File: src/rtl/bit6_seq_divider.sv
// bit6_seq_divider: 6-bit unsigned restoring divider, one quotient bit per cycle.
// A start/done handshake with a busy flag wraps the iteration. A zero divisor
// goes straight to DONE and returns an all-ones quotient with the dividend as
// the remainder.
module bit6_seq_divider (
  input  logic       clk,
  input  logic       rst,
  input  logic       start,
  input  logic [6:1] a,
  input  logic [6:1] b,
  output logic       ready,
  output logic       busy,
  output logic       done,
  output logic [6:1] quotient,
  output logic [6:1] remainder,
  output logic       div_by_zero
);

  typedef enum logic [1:0] {
    S_IDLE = 2'd0,
    S_RUN  = 2'd1,
    S_DONE = 2'd2
  } state_t;

  state_t     state_q, state_d;
  logic [7:1] pr_q,    pr_d;     // partial remainder
  logic [6:1] dq_q,    dq_d;     // dividend shifting out, quotient bits shifting in
  logic [6:1] dv_q,    dv_d;     // captured divisor
  logic [3:1] cnt_q,   cnt_d;    // step counter, 0..5
  logic [6:1] quo_q,   quo_d;
  logic [6:1] rem_q,   rem_d;
  logic       dbz_q,   dbz_d;

  logic [8:1] step;              // {quotient bit, next partial remainder}

  // One restoring step: shift in the next dividend bit, trial-subtract the
  // divisor, and keep the difference only when no borrow occurs.
  function automatic logic [8:1] restore_step(input logic [7:1] pr,
                                              input logic       msb,
                                              input logic [6:1] dv);
    logic [7:1] t;
    logic [8:1] d;
    t = {pr[6:1], msb};
    d = {1'b0, t} - {2'b00, dv};
    if (d[8]) begin
      restore_step = {1'b0, t};
    end else begin
      restore_step = {1'b1, d[7:1]};
    end
  endfunction

  // Next-state and datapath update for the IDLE/RUN/DONE controller.
  always_comb begin
    state_d = state_q;
    pr_d    = pr_q;
    dq_d    = dq_q;
    dv_d    = dv_q;
    cnt_d   = cnt_q;
    quo_d   = quo_q;
    rem_d   = rem_q;
    dbz_d   = dbz_q;
    step    = restore_step(pr_q, dq_q[6], dv_q);

    case (state_q)
      S_IDLE, S_DONE: begin
        if (start) begin
          dq_d  = a;
          dv_d  = b;
          pr_d  = 7'd0;
          cnt_d = 3'd0;
          if (b == 6'd0) begin
            // Nothing to iterate: report the divide-by-zero result at once.
            state_d = S_DONE;
            quo_d   = 6'b111111;
            rem_d   = a;
            dbz_d   = 1'b1;
          end else begin
            state_d = S_RUN;
          end
        end else begin
          state_d = S_IDLE;
        end
      end

      S_RUN: begin
        pr_d  = step[7:1];
        dq_d  = {dq_q[5:1], step[8]};
        cnt_d = cnt_q + 3'd1;
        if (cnt_q == 3'd5) begin
          // Sixth step: publish the result on the same edge that enters DONE.
          state_d = S_DONE;
          quo_d   = {dq_q[5:1], step[8]};
          rem_d   = step[6:1];
          dbz_d   = 1'b0;
        end
      end

      default: begin
        state_d = S_IDLE;
      end
    endcase
  end

  // State and result registers; reset aborts any operation in flight.
  always_ff @(posedge clk) begin
    if (rst) begin
      state_q <= S_IDLE;
      pr_q    <= 7'd0;
      dq_q    <= 6'd0;
      dv_q    <= 6'd0;
      cnt_q   <= 3'd0;
      quo_q   <= 6'd0;
      rem_q   <= 6'd0;
      dbz_q   <= 1'b0;
    end else begin
      state_q <= state_d;
      pr_q    <= pr_d;
      dq_q    <= dq_d;
      dv_q    <= dv_d;
      cnt_q   <= cnt_d;
      quo_q   <= quo_d;
      rem_q   <= rem_d;
      dbz_q   <= dbz_d;
    end
  end

  // Handshake flags decode straight from the state register.
  assign ready       = (state_q == S_IDLE) || (state_q == S_DONE);
  assign busy        = (state_q == S_RUN);
  assign done        = (state_q == S_DONE);
  assign quotient    = quo_q;
  assign remainder   = rem_q;
  assign div_by_zero = dbz_q;

endmodule

File: config.mk
export PLATFORM = sky130hd
export DESIGN_NAME = bit6_seq_divider
export DESIGN_NICKNAME = d
export VERILOG_FILES = /design/src/rtl/bit6_seq_divider.sv
export SDC_FILE = /design/constraint.sdc
export NUM_CORES = 1
export LEC_CHECK = 0
export ABC_CLOCK_PERIOD_IN_PS = 5120
export BUFFER_PORTS_ARGS = -buffer_cell sky130_fd_sc_hd__buf_2
export CORE_MARGIN = 5
export CORE_UTILIZATION = 35
export DETAILED_ROUTE_END_ITERATION = 7
export PLACE_DENSITY_LB_ADDON = 0.08
export SLEW_MARGIN = 20
export SYNTH_ARGS = -nofsm -noshare
export SYNTH_HDL_FRONTEND = slang
export SYNTH_SLANG_ARGS = --single-unit
File: constraint.sdc
create_clock -name clk -period 5.12 [get_ports clk]
set_input_delay 0 -clock clk [delete_from_list [all_inputs] [get_ports clk]]
set_output_delay 0 -clock clk [all_outputs]
set_load 0.05 [all_outputs]
; ---- Word level (Yosys, flattened, before mapping)
; Cells that the tools add are included.
[op_classes]
addsub = 2
n_eq_ne = 6
muxes = 23
reduce_logical = 8
[op_table]
columns = operator, n
row1 = 6-bit two-way mux, 8
row2 = 6-bit one-hot mux with 2 select lines, 4
row3 = 8-bit two-way mux, 1
row4 = 7-bit by 6-bit subtractor with 8-bit output, 1
row5 = 6-bit logical NOT, 1
row6 = 2-bit two-way mux, 3
row7 = 3-bit one-hot mux with 2 select lines, 1
row8 = 2-bit != test (second input constant), 2
row9 = 2-bit one-hot mux with 2 select lines, 1
row10 = 2-bit AND reduction, 2
row11 = 4-bit AND reduction, 1
row12 = 3-bit by 1-bit adder with 3-bit output (second input constant), 1
row13 = 3-bit equality test (second input constant), 1
row14 = 1-bit two-way mux, 3
row15 = 3-bit two-way mux, 1
row16 = 2-bit by 1-bit equality test with 1-bit output (second input constant), 1
row17 = 2-bit equality test (second input constant), 1
row18 = 2-bit logical NOT, 1
row19 = 2-bit by 1-bit != test with 1-bit output (second input constant), 1
row20 = 1-bit one-hot mux with 2 select lines, 1
row21 = 2-bit nonzero test, 1
row22 = 2-bit OR reduction, 1
row23 = 1-bit logical OR, 1
[word_totals]
reg_bits = 36
out_inout_bits = 16
elab_cells = 47

; ---- Longest topological paths before layout
[logic_depth]
ltp_word = 4
depth_mapped = 9
depth_no_buf = 9

; ---- Worst setup path before layout
; No wires, ideal clock.
[synth_timing]
path_kind = register to register
startpoint = register dq_q[6] in the netlist's numbering
endpoint = register pr_q[5] in the netlist's numbering
setup_ps = 128
t_arrival_ps = 1678
required_ps = 4992
path_slack_ps = 3315
stages_incl_launch_ff = 10
path_buffers = 0
synth_period_minus_slack_ps = 1805
path_cell_list = dfxtp_1 inv_1 ha_1 inv_1 fa_1 a21o_2 a21oi_1 xnor2_1 a222oi_1 nor2_1
[synth_between]
elab_chain_cells = 3
[synth_rtl]
columns = element, line_no
row1 = "start, declared", 27  ; logic [6:1] dq_q, dq_d;
row2 = "start signal, assigned", 118  ; dq_q <= dq_d;
row3 = 7-bit by 6-bit subtractor with 8-bit output, 44  ; d = {1'b0, t} - {2'b00, dv};
row4 = 8-bit two-way mux, 45  ; if (d[8]) begin
row5 = 6-bit one-hot mux with 2 select lines, 64  ; case (state_q)
row6 = "end signal, assigned", 117  ; pr_q <= pr_d;
row7 = "end, declared", 26  ; logic [7:1] pr_q, pr_d;
; Every way passes these cells.
; A chain may end at the register's enable or synchronous reset.

; ---- Worst setup path after layout
[layout_timing]
startpoint = register state_q[0]
endpoint = register rem_q, in the netlist remainder[6]
[layout_between]
elab_chain_cells = 4
elab_cells_between_ends = 10
[layout_rtl]
columns = element, line_no
row1 = "start, declared", 25  ; state_t state_q, state_d;
row2 = "start signal, assigned", 116  ; state_q <= state_d;
row3 = 2-bit equality test / 2-bit logical NOT (equally long branches), 64
row4 = 2-bit OR reduction, 64
row5 = 2-bit != test (no line) / 2-bit nonzero test (equally long branches), --
row6 = 4-bit AND reduction (no line), --
row7 = "end signal, assigned", 122  ; rem_q <= rem_d;
row8 = "end, declared", 31  ; logic [6:1] rem_q, rem_d;
; Several ways; a longest one is shown, not always the timed one.

==> metrics.cfg <==
[floorplan]
die_y_um=81.8
start_util_pct=35.6
core_area_um2=5070
die_w_um=81.8
ios=31
fp.dieArea_um2=6700
rows=26

[clock_tree]
clockRootBuffer=clkbuf_8
htreeDepth=2
numCtsBuffers=5
cts.clk_slew.worst_paths_ns=0.07
postCtsHoldBufs=11
insertion_delay_ns=0.29
cts_tree=built
cts-resized-gates=0
cts_setup_buffers=0
clockBufferDepth=2
cts.sinks=36

[worst_setup_path]
r2r_cells=6
critPathKind=reg -> reg
cp.arrival_ns=2.45
startpoint_type=flop
r2r_end=remainder[6]
critPathTopFamily=simple AND/OR/NAND/NOR gates
cp-startpoint=state_q[0]
cpMaxStageDelayCell=nand2b_1
critPathMaxStageDelay_ns=0.40
required_ns=5.33
rrSetupSlack_ns=2.87
cp_cell_sequence=nand2b_1, inv_2, nand3_1, nand2_2, nand2b_1, o221ai_1
cpMostUsedCell=nand2b_1
critPathCaptureType=flop
timing.rr.start=state_q[0]
path_max_fanout=18
crit_buf_inv=1

[synth]
synth_cells=214
avgSynthCellArea_um2=8.44
ys_async_sr_fraction_pct=0
synth_seq_area_share_pct=39.9
ys_top_cells_by_count=dfxtp_1 (36), nor2_1 (36), nand2_1 (31), a21oi_1 (17), inv_1 (11)
ys.warnings.count=0
yosysUniqueCellTypes=44
synth_edf_count=0
synth_nets=238
yosys_most_used_dff=dfxtp_1
syn-cell-area_um2=1810
synth_top_area_share_pct=39.9
synth-seq-cells=36
synth.top_cells.by_area=dfxtp_1 (40%), nor2_1 (7.5%), nand2_1 (6.4%)
yosys.area.top_type=dfxtp_1

[cells_and_area]
num-nets-final=277
antenna_cells=0
fillCellCount=552
area_growth_syn_to_layout_pct=22.0
seq_area_um2=721
fin_area_um2=2200
multi_input_area_um2=990
drive_above_1_share_pct=24.0

[detailed_routing]
vias=1552
drtIter0Drc=94
drcViolationCount=0
drt_first_pass_iters=4
wl_um=4540
drt-wirelength-per-cell_um=14.0
via_per_inst=4.79
ant_nets=0

[global_routing]
gr-total-overflow=0
grt_pass1_vias=1528
grt_start_max_net_pins=39
grt_usage_pct=15.0
antenna_found_initial=0
grt_first_pass_wirelength_um=7410

[sta]
finalCriticalPeriod_ns=2.25
worst_slew_pin_slew_ns=0.744
setup_viol=0
fin_crit_sh_pct=43.9
fmax_mhz=445
setup_ws_ns=2.87
rsz0062_at_grt=no
finalSetupTns_ns=0
finalHoldViolations=0
finalMaxSlewViolations=0
timing.hold.ws_ns=0.0881
slew_headroom_pct=50.4
fin_skew_ns=0.00427

[run]
drv_cap=0

[power]
p_comb_share_pct=22.4
power_leakage_uw=0.000906
clkPwrFrac_pct=31.5
swShare_pct=30.5
irDropWorstVdd_mv=0.134
p_sw_uw=202
finalPower_uw=663
powerDensity_nw_per_um2=301
intPower_uw=460
seqPwrFrac_pct=46.2

[worst_hold_path]
min_from=a[1]
hold_end=dq_q[1]
whs_path_depth=3
worstHoldPathType=in -> reg

[placed_design]
numPortBuffers=30
hpwl_um=3240
dp_worst_setup_slack_ns=2.83
place.gp.congestion=0.803
place_area_um2=2000

[status]
status=complete, no violations

logic make-up (layout without fill, tap and decap cells):
logic type,Yosys count,in the layout,synth area share [%]
AOI/OAI and AO/OA,53,53,23.3
xor gates and xnor gates,4,4,1.94
adders and majority gates,9,9,6.65
buffers and inverters,22,62,5.33
DFF,36,36,39.9
and+or+nand+nor,90,90,22.9
cell type report:
cell class / count / share of cell area, %
multi-input combinational: 156 / 44.9
sequential: 36 / 32.7
timing repair buffer: 42 / 12.2
tap: 70 / 3.98
clock buffer: 6 / 3.75
inverter: 12 / 2.04
clock inverter: 2 / 0.454
layer usage:
layer	up-vias	share of wire [%]	GRT usage (%)
met5	-	0	0
met4	0	0.86	5.65
met3	4	4.2	5.04
met2	24	46	23.8
met1	702	49	18.6
li1	822	-	-
cell usage in the layout (no fill, tap or decap), types with 2 or more instances in the layout:
cell type	n
nor2_1	36
dfxtp_1	36
nand2_1	31
buf_2	30
a21oi_1	17
inv_1	11
dlygate4sd3_1	11
ha_1	8
nor3_1	6
a311oi_1	6
a211oi_2	6
clkbuf_8	6
o21ai_0	5
nand2b_1	3
xor2_1	3
and3_1	3
nor2b_1	2
o21ai_1	2
a21o_2	2
a22oi_2	2
nand4b_1	2
o221ai_1	2
a211oi_1	2
clkinv_2	2
power by group through the flow:
stage | Clock [uW] | Combinational (uW) | Sequential (uW)
5_1_grt | 231 | 165 | 307
3_3_place_gp | 0 | 143 | 313
4_1_cts | 217 | 150 | 306
3_5_place_dp | 0 | 143 | 312
2_1_floorplan | 0 | 112 | 311
6_report | 209 | 148 | 306
worst max path at each step:
| stage | end | slack, ns | cells past startpoint |
|---|---|---|---|
| 2_1_floorplan | pr_q[5] | 3.31 | 9 |
| 3_3_place_gp | remainder[6] | 2.95 | 6 |
| 3_5_place_dp | remainder[6] | 2.83 | 6 |
| 4_1_cts | remainder[6] | 2.81 | 6 |
| 5_1_grt | remainder[6] | 2.60 | 6 |
| 6_report | remainder[6] | 2.87 | 6 |
stage by stage:
stage | instances | utilization [%]
finish | 324 | 43.4
global route | 324 | 43.4
CTS | 324 | 43.4
detailed placement | 305 | 39.4
global placement | 305 | 39.4
floorplan | 214 | -
worst min-delay path, delay by kind of cell:
kind	cells	cell delay [ns]
AOI/OAI and AO/OA	2	0.22
buffers and inverters	1	0.11
sequential cells by signal, indices dropped and copies added, names as in the netlist:
name         count
dq_q             6
dv_q             6
pr_q             6
quotient         6
remainder        6
cnt_q            3
state_q          2
div_by_zero      1
Note: power is estimated with default switching activity, not from simulation.
